### src/rtl/ap_pkg.sv
// Shared definitions for the associative-processor job sequencer: FSM states,
// AP column selectors and a constant log2 helper for sizing address fields.
package ap_pkg;

  typedef enum logic [2:0] {
    IDLE     = 3'd0,
    LOAD_A   = 3'd1,
    LOAD_B   = 3'd2,
    RUN      = 3'd3,
    READ_REQ = 3'd4,
    READ_CAP = 3'd5,
    DRAIN    = 3'd6,
    DONE     = 3'd7
  } state_t;

  localparam logic [1:0] COL_A = 2'd0;
  localparam logic [1:0] COL_B = 2'd1;
  localparam logic [1:0] COL_C = 2'd2;

  // Ceiling log2, never below 1 so degenerate sizes still give a usable width.
  function automatic int clogb2(input int value);
    int r;
    r = 0;
    while ((1 << r) < value) r = r + 1;
    return (r < 1) ? 1 : r;
  endfunction

endpackage

### src/rtl/ap_job_seq.sv
// Job sequencer for an associative processor: streams operand columns A and B
// into the AP, runs one AP command until its interrupt, then streams column C out.
module ap_job_seq
  import ap_pkg::*;
#(
  parameter int CELL_QUANT = 512,
  parameter int WORD_SIZE  = 8,
  parameter int TIMEOUT    = 4096,
  localparam int AW = clogb2(CELL_QUANT),
  localparam int LW = AW + 1
) (
  input  logic                 CLK100MHZ,
  input  logic                 rst_n,
  input  logic                 start,
  input  logic [2:0]           job_cmd,
  input  logic [LW-1:0]        job_len,
  input  logic                 in_valid,
  output logic                 in_ready,
  input  logic [WORD_SIZE-1:0] in_data,
  output logic                 out_valid,
  input  logic                 out_ready,
  output logic [WORD_SIZE-1:0] out_data,
  output logic [AW-1:0]        ap_addr,
  output logic [WORD_SIZE-1:0] ap_data,
  output logic [1:0]           ap_sel_col,
  output logic                 ap_write_en,
  output logic                 ap_read_en,
  output logic                 ap_mode,
  output logic [2:0]           ap_cmd,
  input  logic [WORD_SIZE-1:0] ap_data_out,
  input  logic                 ap_state_irq,
  output logic                 busy,
  output logic                 done,
  output logic                 err
);

  localparam int TW = clogb2(TIMEOUT) + 1;

  state_t          state_reg;
  logic [LW-1:0]   row_reg;
  logic [LW-1:0]   len_reg;
  logic [2:0]      cmd_reg;
  logic [TW-1:0]   tcnt_reg;

  logic loading;
  logic in_fire;
  logic last_row;

  assign loading  = (state_reg == LOAD_A) || (state_reg == LOAD_B);
  assign in_fire  = loading && in_valid;
  // len_reg >= 1 whenever this is used, so the subtraction never wraps.
  assign last_row = (row_reg == len_reg - LW'(1));

  // AP drive is decoded from state so an asynchronous reset silences it at once.
  assign in_ready    = loading;
  assign ap_write_en = in_fire;
  assign ap_read_en  = (state_reg == READ_REQ);
  assign ap_mode     = (state_reg == RUN);
  assign ap_cmd      = ap_mode ? cmd_reg : 3'd0;
  assign ap_addr     = (in_fire || ap_read_en) ? row_reg[AW-1:0] : '0;
  assign ap_data     = in_fire ? in_data : '0;
  assign busy        = (state_reg != IDLE);
  assign done        = (state_reg == DONE);

  always_comb begin
    ap_sel_col = COL_A;
    if (in_fire && state_reg == LOAD_B) ap_sel_col = COL_B;
    else if (ap_read_en)                ap_sel_col = COL_C;
  end

  always_ff @(posedge CLK100MHZ or negedge rst_n) begin
    if (!rst_n) begin
      state_reg <= IDLE;
      row_reg   <= '0;
      len_reg   <= '0;
      cmd_reg   <= '0;
      tcnt_reg  <= '0;
      out_valid <= 1'b0;
      out_data  <= '0;
      err       <= 1'b0;
    end else begin
      case (state_reg)
        IDLE: begin
          if (start) begin
            err <= 1'b0;
            if (job_len == '0) begin
              state_reg <= DONE;
            end else if (job_len > LW'(CELL_QUANT)) begin
              err       <= 1'b1;
              state_reg <= DONE;
            end else begin
              len_reg   <= job_len;
              cmd_reg   <= job_cmd;
              row_reg   <= '0;
              state_reg <= LOAD_A;
            end
          end
        end

        LOAD_A, LOAD_B: begin
          if (in_valid) begin
            if (last_row) begin
              row_reg   <= '0;
              tcnt_reg  <= '0;
              state_reg <= (state_reg == LOAD_A) ? LOAD_B : RUN;
            end else begin
              row_reg <= row_reg + LW'(1);
            end
          end
        end

        RUN: begin
          // The interrupt wins over a timeout landing in the same cycle.
          if (ap_state_irq) begin
            state_reg <= READ_REQ;
          end else if (tcnt_reg == TW'(TIMEOUT - 1)) begin
            err       <= 1'b1;
            state_reg <= DONE;
          end else begin
            tcnt_reg <= tcnt_reg + TW'(1);
          end
        end

        READ_REQ: state_reg <= READ_CAP;

        READ_CAP: begin
          out_data  <= ap_data_out;
          out_valid <= 1'b1;
          state_reg <= DRAIN;
        end

        DRAIN: begin
          if (out_ready) begin
            out_valid <= 1'b0;
            if (last_row) begin
              state_reg <= DONE;
            end else begin
              row_reg   <= row_reg + LW'(1);
              state_reg <= READ_REQ;
            end
          end
        end

        DONE:    state_reg <= IDLE;
        default: state_reg <= IDLE;
      endcase
    end
  end

endmodule

### config.mk
export PLATFORM = sky130hd
export DESIGN_NAME = ap_job_seq
export DESIGN_NICKNAME = d
export VERILOG_FILES = /design/src/rtl/ap_pkg.sv /design/src/rtl/ap_job_seq.sv
export SDC_FILE = /design/constraint.sdc
export NUM_CORES = 1
export LEC_CHECK = 0
export ABC_AREA = 1
export CAP_MARGIN = 0
export CORE_ASPECT_RATIO = 0.6
export CORE_MARGIN = 2
export CORE_UTILIZATION = 42
export DETAILED_ROUTE_END_ITERATION = 6
export GPL_TIMING_DRIVEN = 0
export PLACE_DENSITY = 0.75
export RECOVER_POWER = 25
export SYNTH_ARGS = -nofsm -noshare
export SYNTH_HDL_FRONTEND = slang
export SYNTH_SLANG_ARGS = --single-unit
### constraint.sdc
create_clock -name CLK100MHZ -period 2.4 [get_ports CLK100MHZ]
set_input_delay 0.48 -clock CLK100MHZ [delete_from_list [all_inputs] [get_ports CLK100MHZ]]
set_output_delay 0.48 -clock CLK100MHZ [all_outputs]
set_load 0.005 [all_outputs]
# After elaboration in Yosys (flattened, before gate mapping)
# Cells that the tools add are included.
dict set report word_totals {
  ff_bits 49
  inputBits 35
  ram_bits 0
  rom_bits 0
  word_cells 89
  out_inout_bits 38
  n_memories 0
  latch_bits 0
}
dict set report classes {
  shifts 0
  eq_ne 20
  reduce_logical 18
  addsub 3
  div_mod_pow 0
  bitwise_logic 2
  muxes 37
  n_lt_le_gt_ge 1
  n_mul 0
}
# operator count
set op_table {}
lappend op_table {{$mux W10} 7}
lappend op_table {{$mux W13} 4}
lappend op_table {{$pmux W10 S3} 1}
lappend op_table {{$mux W3} 9}
lappend op_table {{$pmux W13 S2} 1}
lappend op_table {{$pmux W3 S7} 1}
lappend op_table {{$ne A2 B2 Y1 const B} 9}
lappend op_table {{$add A13 B1 Y13 const B} 1}
lappend op_table {{$eq A13 B12 Y1 const B} 1}
lappend op_table {{$eq A3 B3 Y1 const B} 4}
lappend op_table {{$add A10 B1 Y10 const B} 1}
lappend op_table {{$eq A10 B10 Y1} 1}
lappend op_table {{$gt A10 B10 Y1 const B} 1}
lappend op_table {{$logic_not A10 Y1} 1}
lappend op_table {{$reduce_and A5 Y1} 2}
lappend op_table {{$sub A10 B1 Y10 const B} 1}
lappend op_table {{$mux W9} 1}
lappend op_table {{$mux W8} 1}
lappend op_table {{$reduce_and A4 Y1} 2}
lappend op_table {{$mux W1} 7}
lappend op_table {{$reduce_and A7 Y1} 1}
lappend op_table {{$eq A3 B2 Y1 const B} 2}
lappend op_table {{$mux W2} 3}
lappend op_table {{$reduce_bool A2 Y1} 3}
lappend op_table {{other kinds (11)} 16}

# Depth between registers and ports, before layout
# Gate-level depths: netlist of the first run.
dict set report depth {
  depth_word 5
  mapped_depth 16
  ltp_nobuf 15
}

# Least setup slack after synthesis of the first run
# Ideal clock, no wire load.
dict set report synth_path {
  path_type {register to output}
  start {register state_reg[1]}
  end {output port ap_addr[0]}
  n_path_buf 1
  required_time_ns 1.920
  arrival_ns 1.541
  path_stages_with_launch 11
  slack_ns 0.379
  cell_sequence {dfrtp_1 > nand2_2 > inv_2 > nor3_4 > buf_6 > inv_2 > nor2_4 > inv_2 > o21ai_2 > inv_2 > nor2_1}
}
dict set report synth_via {
  elab_chain_len 5
  elab_cells_between_ends 7
  cone_classes {eq/ne: 3; mux: 1; reduce/logical: 3}
}
# element line
set synth_lines {}
lappend synth_lines {{start, declared} ap_job_seq.sv:39} ;# state_t state_reg;
lappend synth_lines {{start signal, assigned} ap_job_seq.sv:105} ;# state_reg <= (state_reg == LOAD_A) ? LOAD_B : RUN;
lappend synth_lines {{$eq A3 B1 Y1 or $eq A3 B2 Y1 (tied branches)} ap_job_seq.sv:49} ;# assign loading = (state_reg == LOAD_A) || (state_reg == LOAD_B);
lappend synth_lines {{$logic_or A1 B1 Y1 (*)} ap_job_seq.sv:49}
lappend synth_lines {{via in_ready} ap_job_seq.sv:18} ;# output logic in_ready,
lappend synth_lines {{$logic_and A1 B1 Y1 (*)} ap_job_seq.sv:50} ;# assign in_fire = loading && in_valid;
lappend synth_lines {{via ap_write_en} ap_job_seq.sv:26} ;# output logic ap_write_en,
lappend synth_lines {{$logic_or A1 B1 Y1 (*)} ap_job_seq.sv:60} ;# assign ap_addr = (in_fire || ap_read_en) ? row_reg[AW-1:0] : '0;
lappend synth_lines {{$mux W9 (*)} ap_job_seq.sv:60}
lappend synth_lines {{end, declared} ap_job_seq.sv:23} ;# output logic [AW-1:0] ap_addr,
# Mark *: on every way through the listed nets, which the timed path passes. The rest lies on a longest branch.

# Worst setup path in the final report of the first run
dict set report layout_path {
  start {register state_reg[2]}
  end {output port ap_addr[4]}
}
dict set report layout_via {
  elab_chain_len 5
  elab_cells_between_ends 7
  cone_classes {eq/ne: 3; mux: 1; reduce/logical: 3}
}
# element line
set layout_lines {}
lappend layout_lines {{$eq A3 B1 Y1 or $eq A3 B2 Y1 (tied branches)} ap_job_seq.sv:49}
lappend layout_lines {{$logic_or A1 B1 Y1} ap_job_seq.sv:49}
lappend layout_lines {{$logic_and A1 B1 Y1} ap_job_seq.sv:50}
lappend layout_lines {{$logic_or A1 B1 Y1 (*)} ap_job_seq.sv:60}
lappend layout_lines {{$mux W9 (*)} ap_job_seq.sv:60}
# Every way passes the cells marked *; elsewhere a longest branch is shown, timed or not.

==> results.md, run 1 <==
Worst setup path:
- The critical path is of the reg -> out type.
- The critical path starts at state_reg[2]$_DFFE_PN0P_.
- Following the worst setup path forward leads to its endpoint at ap_addr[4].
- Measured in cells, the most critical reg-to-reg path has a length of 16.
- STA classifies the critical path endpoint as a primary output.
- The largest stage delay on the critical path is 0.50 ns.
- In this run the number of cells on the critical path is 11.
- The setup slack of the worst register-to-register path is 0.14 ns.
- The category of the worst setup path launch point is a register.
- The arrival time at the worst endpoint is 1.96 ns.
- The largest individual stage delay along the critical path comes from the cell sky130_fd_sc_hd__dfrtp_2.
- The critical register-to-register path startpoint is len_reg[1]$_DFFE_PN0P_.
- Walking the worst path, the cells encountered are nor3_4, buf_6, inv_4, nor2_4, inv_4, o21ai_4, buf_6, inv_6, buf_6, nor2_2, buf_2.
- The sum of buffers and inverters on the critical path is 7.
- For the worst setup path, the data required time is 1.92 ns.
- The kind of cell with the highest combined delay along the critical path is buffers and inverters.
- The endpoint identified for the worst register-to-register timing path is tcnt_reg[5]$_DFFE_PN0P_.
- Along the worst path, the maximum fanout reaches 5.
- Among the stages of the critical path, the cell type that occurs most often is sky130_fd_sc_hd__buf_6.

Logic synthesis:
- In the post-synthesis netlist, the cell with the most instances is sky130_fd_sc_hd__nand2_1.
- When the netlist entered floorplanning its net count stood at 527.
- The number of different library cells in the post-synthesis netlist is 37.
- Of the post-synthesis cell area, the dominant cell type holds 34.8%.
- The mean area per synthesized cell is 7.22 um^2.
- The mapped cell area is 0.00353 mm^2.
- The top cell type by total area after synthesis is sky130_fd_sc_hd__dfrtp_1.
- The sequential cell area fraction in the yosys report is 34.8%.
- The synthesized design contains 49 register bits.
- Yosys printed 0 warnings.
- Sorting the synthesized cells by how often they occur yields sky130_fd_sc_hd__nand2_1, sky130_fd_sc_hd__nor2_1, sky130_fd_sc_hd__inv_1, sky130_fd_sc_hd__dfrtp_1, sky130_fd_sc_hd__nand3_1.
- The number of flops mapped to enable cells by yosys is 0.
- Of all flip-flops after synthesis, the portion carrying an async set or reset was 100%.
- The number of instances in the synthesized netlist is ~500.
- By area the synthesized netlist is led by sky130_fd_sc_hd__dfrtp_1, sky130_fd_sc_hd__nand2_1, sky130_fd_sc_hd__nor2_1, sky130_fd_sc_hd__inv_1, sky130_fd_sc_hd__nand3_1.
- In the synthesized netlist the dominant register cell turns out to be sky130_fd_sc_hd__dfrtp_1.

Timing:
- Clock skew on the completed layout was measured at 0.00220 ns.
- Setup repair after global routing could not meet its margin everywhere.
- Counting I/O delays and the setup requirement, the final critical path takes between 2 and 2.5 ns.
- The number of hold-slack violations in the final timing report is 0.
- Timing would allow up to between 0.4 and 0.5 GHz.
- The max-slew violation count is 0.
- The relative max-transition margin is 23.2%.
- Once routing completed, OpenROAD measured the worst setup slack at -0.0379 ns.
- Dividing the final minimum period by the clock period gives 102%.
- Setup violations remaining at the end of the flow were counted as 6.
- The worst-margin pin slew is roughly 1.2 ns.
- The worst hold-check slack is 0.391 ns.

CTS:
- The maximum clock path buffer count is 2.
- TritonCTS built the clock tree.
- The tree is rooted in a sky130_fd_sc_hd__clkbuf_16.
- Hold repair after CTS inserted 0 buffers.
- The H-tree was split into 2 levels.
- Buffers inserted during clock tree synthesis total 5.
- Clock latency on the worst-skew pair, taken at its later pin, is between 0.2 and 0.3 ns.
- The clock-pin slew on the worst setup and hold paths is 0.06 ns.
- The TritonCTS sink count is 49.

Power:
- For this design the ratio of total power to cell area is 1100 mW/mm^2.
- Of the total power, registers draw between 20% and 30%.
- Of the total power, combinational logic draws 60.6%.
- The analysis attributes to net switching a power of 0.00237 W.
- The design draws 0.00519 W.
- The net switching fraction of the power is a little under half.
- VDD sags by at most 0.000497 V.
- In this run the static leakage power is approximately 2.3 nW.
- The clock network is responsible for 13.4% of the overall power.
- The internal power of the cells totals approximately 0.0028 W.

Flow run:
- The total of max-cap violations is 0.

Detailed routing:
- Detailed routing inserted a total of 3,535 vias.
- The detail-routed via count per cell is 5.06.
- The number of routed nets with antenna violations is 0.
- For this block, the routed nets add up to 10,100 um of wire.
- The iteration-0 DRC count of the detailed router is 333.
- The first TritonRoute pass finished after 5 iterations.
- The routed length per placed instance is 14.4 um.
- After detailed routing, the number of remaining DRC violations is 0.

Status:
- The run finished, with violations left.
- The final reports fail on negative setup slack.

Placement:
- The number of placed cells counting well taps is 670.
- The congestion estimate from routability-driven global placement came to 0.892.
- The number of port buffers is 72.
- The HPWL after detailed placement is 7180 um.

Layout:
- The final cell count without fillers is approximately 700.
- The post-route netlist has 24.9% of its cells at a drive strength greater than 1.
- After filler insertion, the fill cell instance count of the layout stands at ~700.
- The register with the most flip-flops in the layout has 13 of them.
- The antenna diode count is 0.
- The synthesis-to-layout area growth is 33.5%.
- The number of nets in the final layout is 628.

Global routing:
- The number of antenna violations at the first check in global routing is 0.
- The number of global-route vias before repair is 3,191.
- Global routing consumed, over all layers together, between 20% and 30% of the routing resources.
- The pin count of the biggest net entering global routing is 30.
- The first global-routing pass estimated 16,100 um of wire.
- The final global-route overflow total is 0.

Floorplanning:
- During I/O placement, the number of pins put on the boundary was between 70 and 80.
- The core area is 0.00801 mm^2.
- The width of the die is 122 um.
- The effective utilization at floorplan is 44.1%.
- The number of core rows is 25.
- The die covers 0.00917 mm^2.
- The floorplan die height is 75.0 um.

Worst hold path:
- The path class of the tightest hold or removal check is in -> async.
[cell families (layout without fill, tap and decap cells)]
logic type | count (synthesis) | count (layout) | synth area share [%]
AND/OR/NAND/NOR | 293 | 293 | 40.0
buffers and inverters | 75 | 177 | 8.90
flip-flops | 49 | 49 | 34.8
AO/OA/AOI/OAI | 40 | 40 | 7.52
XOR/XNOR | 21 | 21 | 5.21
multiplexers | 8 | 8 | 2.55
adder cells (fa/ha/maj) | 3 | 3 | 1.06
[layout by cell type, fill, tap and decap left out, drive strengths merged, types with 6 or more instances in the layout]
cell / instances
nand2: 155
clkdlybuf4s50: 54
o21ai: 35
or2: 11
mux2: 8
inv: 65
nand4: 6
clkbuf: 10
dfrtp: 49
xor2: 17
nor3: 6
buf: 39
nand3: 40
nor2: 70
[how the worst min path moves through the flow]
stage                               start                      end  slack, ns  depth (start not counted)
floorplan                           rst_n   cmd_reg[0]$_DFFE_PN0P_       0.18                          0
global placement    out_valid$_DFFE_PN0P_    out_valid$_DFFE_PN0P_       0.45                          2
detailed placement                  rst_n  out_data[4]$_DFFE_PN0P_       0.48                          1
CTS                                 rst_n  out_data[4]$_DFFE_PN0P_       0.17                          1
global route                        rst_n  out_data[3]$_DFFE_PN0P_       0.49                          1
finish                              rst_n  out_data[3]$_DFFE_PN0P_       0.39                          1
[metrics by stage]
stage	setup TNS, ns	util, %	instance area [um^2]	worst slack [ns]
floorplan	0	-	3530	0.379
global placement	-35.17	54.8	4380	-0.650
detailed placement	-4.21	54.9	4400	-0.322
CTS	-0.283	57.9	4640	-0.141
global route	-0.743	58.8	4710	-0.130
finish	-0.145	58.8	4710	-0.0379
[final cells by class]
class | instances | area, um^2 | share of cell area (%)
repair inverters | 1 | 7.51 | 0.159
well taps | 108 | 135 | 2.87
inverters | 67 | 267 | 5.66
flip-flops and latches | 49 | 1230 | 26.1
repair buffers | 94 | 843 | 17.9
plain buffers | 7 | 56.3 | 1.20
multi-input cells | 365 | 2030 | 43.2
clock inverters | 2 | 10.0 | 0.212
clock buffers | 6 | 129 | 2.74
[repair_timing]
item | CTS | global route
gates resized for setup | 53 | 29
pin swaps | 4 | 8
endpoints found under the setup margin | 22 | 20
cloned | 1 | 0
buffers inserted | 13 | 8
[power by group through the flow]
| stage | sequential (W) | clock (W) | combinational [W] |
|---|---|---|---|
| floorplan | 0.00130 | 0 | 0.00180 |
| global placement | 0.00134 | 0 | 0.00261 |
| detailed placement | 0.00135 | 0 | 0.00268 |
| CTS | 0.00134 | 0.000706 | 0.00291 |
| global route | 0.00138 | 0.000763 | 0.00343 |
| finish | 0.00135 | 0.000697 | 0.00314 |
[routing by layer]
metal	GRT usage (%)	wire length, um	vias up
li1	-	-	1729
met1	33.9	4860	1661
met2	33.8	4280	134
met3	4.62	826	11
met4	6.13	109	0
met5	0	0	-
(Power assumes the default switching activity.)
==> inputs of run 2 (changes only) <==
--- a/config.mk
+++ b/config.mk
@@ -14,6 +14,7 @@
 export GPL_TIMING_DRIVEN = 0
 export PLACE_DENSITY = 0.75
 export RECOVER_POWER = 25
+export SKIP_LAST_GASP = 1
 export SYNTH_ARGS = -nofsm -noshare
 export SYNTH_HDL_FRONTEND = slang
 export SYNTH_SLANG_ARGS = --single-unit
==> run 2 against run 1 <==
  * The flow still finishes with violations (negative setup slack)
  * First-iteration DRC count fell by 19%
  * Sequential cell count did not move
  * Cell count did not move
  * Global-route usage fell by 0.066 points
==> results.md, run 2 (synthesized netlist as in run 1, its figures left out) <==
Status:
- Result of the run: complete, but fails checks (unchanged).
- Failing checks: negative setup slack (unchanged).

Detailed routing:
- The total wire length is 9960 um (was 10,100 um).
- The iteration-0 DRC count of the detailed router is 270 (was 333).
- The number of search-and-repair iterations in the first detailed-routing pass is 5 (unchanged).
- The number of routed nets with antenna violations is 0 (unchanged).
- The routed length per placed instance is 14.3 um (was 14.4 um).
- The via count of the routed design was 3,513 (was 3,535).
- The detail-routed via count per cell came to 5.03 (was 5.06).
- The number of remaining DRC errors came to 0 (unchanged).

Global routing:
- The first-pass GRT wire length is 16,000 um (was 16,100 um).
- The pin count of the biggest net entering global routing is 30 (unchanged).
- The number of antenna violations at the first check in global routing is 0 (unchanged).
- The final global-route overflow total is 0 (unchanged).
- The global-route total usage across every layer is 22.7% (was 22.8%).
- The number of global-route vias before repair was 3,182 (was 3,191).

Layout:
- Leading cell types in the layout, fill and taps excluded: sky130_fd_sc_hd__nand2_1, sky130_fd_sc_hd__clkdlybuf4s50_1, sky130_fd_sc_hd__nor2_1 (was sky130_fd_sc_hd__nand2_1, sky130_fd_sc_hd__clkdlybuf4s50_1, sky130_fd_sc_hd__inv_1).
- The synthesis-to-layout area growth is 33.1% (was 33.5%).
- The fraction of layout instances using a drive strength above 1 came to 24.4% (was 24.9%).
- The commonest non-fill, non-tap cell in the layout is sky130_fd_sc_hd__nand2_1 (unchanged).
- The number of nets in the final layout was 628 (unchanged).
- The total non-filler cell area in the finished layout is 0.00470 mm^2 (was 0.00471 mm^2).
- The antenna diode count is 0 (unchanged).
- The flip-flop count of the largest register, all copies and words added was 13 (unchanged).
- The final core utilization is 58.7% (was 58.8%).

Worst setup path:
- The worst setup path category was reg -> out (unchanged).
- The kind of cell adding the most delay to the critical path was buffers and inverters (unchanged).
- The most frequent cell on the critical path is sky130_fd_sc_hd__buf_6 (unchanged).
- Cells traversed along the worst timing path: buf_6, nor2_4, nor3_4, buf_6, inv_4, nor2_4, inv_4, o21ai_4, clkinvlp_4, buf_6, nor2_1, buf_2 (was nor3_4, buf_6, inv_4, nor2_4, inv_4, o21ai_4, buf_6, inv_6, buf_6, nor2_2, buf_2).
- The timing startpoint of the critical path is state_reg[1]$_DFFE_PN0P_ (was state_reg[2]$_DFFE_PN0P_).
- The sum of buffers and inverters on the critical path came to 7 (unchanged).
- The capturing element of the worst setup path is ap_addr[7] (was ap_addr[4]).
- The critical-path cell with the highest stage delay is sky130_fd_sc_hd__dfrtp_2 (unchanged).
- The logic depth of the worst register-to-register path is 16 (unchanged).
- The largest stage delay on the critical path is 0.39 ns (was 0.50 ns).
- The capturing point of the worst reg2reg path was tcnt_reg[5]$_DFFE_PN0P_ (unchanged).
- The largest fanout of any net on the critical path is 3 (was 5).
- The arrival time at the worst endpoint is 1.92 ns (was 1.96 ns).
- The endpoint required time on the critical path is 1.92 ns (about the same).
- The endpoint class of the critical path is a primary output (unchanged).
- The setup slack of the worst register-to-register path came to 0.14 ns (about the same).
- The depth of the critical timing path with buffers and inverters included is 12 (was 11).
- The category of the worst setup path launch point is a register (unchanged).
- The critical register-to-register path startpoint is len_reg[1]$_DFFE_PN0P_ (unchanged).

Placement:
- The number of port buffers is 72 (unchanged).
- The placed standard-cell area is 0.00440 mm^2 (unchanged).
- The final RePlAce weighted congestion is 0.892 (unchanged).
- The HPWL after detailed placement is 7180 um (unchanged).

Floorplanning:
- The floorplan die height was 75.0 um (unchanged).
- The die area came to 0.00917 mm^2 (unchanged).
- The number of core rows is 25 (unchanged).
- The total I/O pin count is 73 (unchanged).
- The width of the die is 122 um (unchanged).
- The core area is 0.00801 mm^2 (unchanged).
- The effective utilization at floorplan is 44.1% (unchanged).

Timing:
- The number of hold-slack violations in the final timing report is 0 (unchanged).
- The portion of the clock cycle consumed by the worst path in the final layout is 100% (was 102%).
- The relative max-transition margin was 24.2% (was 23.2%).
- The largest clock skew in the final design is 0.00353 ns (was 0.00220 ns).
- The final setup TNS is -0.00509 ns (was -0.145 ns).
- The slack of the critical path was -0.00278 ns (was -0.0379 ns).
- The worst hold-check slack is 0.388 ns (was 0.391 ns).
- The clock period minus worst slack came to 2.40 ns (was 2.44 ns).
- Unrepaired setup endpoints after global routing: true (unchanged).
- The worst-margin pin slew is 1.14 ns (was 1.15 ns).
- The max-slew violation count came to 0 (unchanged).
- The setup-violating endpoint count in the final report is 3 (was 6).
- The highest attainable clock frequency came to 0.416 GHz (was 0.410 GHz).

Power:
- The worst IR drop on VDD is 0.000501 V (was 0.000497 V).
- The static power due to leakage is 2.26 nW (was 2.25 nW).
- The total power divided by cell area is 1100 mW/mm^2 (about the same).
- The overall power is 0.00516 W (was 0.00519 W).

CTS:
- The total number of H-tree levels was 2 (unchanged).
- The clock network latency to the later pin of the worst-skew pair is 0.29 ns (about the same).
- The hold-fix buffer count after cts came to 0 (unchanged).
- The maximum clock path buffer count is 2 (unchanged).
- The clock tree from TritonCTS was built (unchanged).
- The cell chosen for the clock root is sky130_fd_sc_hd__clkbuf_16 (unchanged).
- The number of buffers inserted during clock tree synthesis came to 5 (unchanged).
- The TritonCTS sink count is 49 (unchanged).
- The clock-pin slew on the worst setup and hold paths is 0.06 ns (about the same).

Flow run:
- The total of max-cap violations is 0 (unchanged).

Worst hold path:
- The type of the worst min-delay path was in -> async (unchanged).
run 2: through the flow:
stage / instances / setup WS, ns
after detailed placement: 670 / -0.322
final: 699 / -0.00278
after global placement: 669 / -0.650
after floorplan: 489 / 0.379
after global routing: 699 / -0.121
after CTS: 691 / -0.164
run 2: final cells by class:
| cell class | count | area, um^2 |
|---|---|---|
| flip-flops and latches | 49 | 1230 |
| clock buffers | 6 | 129 |
| clock inverters | 2 | 10.0 |
| multi-input cells | 365 | 2020 |
| fillers | 719 | 3310 |
| repair buffers | 94 | 847 |
| inverters | 67 | 262 |
| repair inverters | 1 | 7.51 |
| plain buffers | 7 | 56.3 |
| well taps | 108 | 135 |
run 2: how the worst min path moves through the flow:
| stage | startpoint | to | slack (ns) |
|---|---|---|---|
| 4_1_cts | rst_n | out_data[4]$_DFFE_PN0P_ | 0.17 |
| 3_5_place_dp | rst_n | out_data[4]$_DFFE_PN0P_ | 0.48 |
| 5_1_grt | rst_n | out_data[3]$_DFFE_PN0P_ | 0.49 |
| 2_1_floorplan | rst_n | cmd_reg[0]$_DFFE_PN0P_ | 0.18 |
| 6_report | rst_n | out_data[3]$_DFFE_PN0P_ | 0.39 |
| 3_3_place_gp | out_valid$_DFFE_PN0P_ | out_valid$_DFFE_PN0P_ | 0.45 |
run 2: where the power goes:
group	leakage, nW	switching [W]	internal [W]
registers	0.626	0.000267	0.00108
clock network	0.0706	0.000314	0.000384
logic	1.57	0.00177	0.00134
run 2: metal layers:
metal  vias to the layer above  routed length, um  GRT usage, %  share of wire (%)
met2                       151               4240          33.8                 43
met1                      1621               4760          33.8                 48
met5                         -                  0             0                  0
met3                         9                864          4.55                8.7
li1                       1732                  -             -                  -
met4                         0                 93          6.13               0.93
run 2: what timing repair did:
item | in CTS | in global routing
pin swaps | 4 | 4
resized for setup | 25 | 42
setup endpoints to repair | 22 | 24
buffers inserted | 13 | 8
gates cloned | 1 | 0
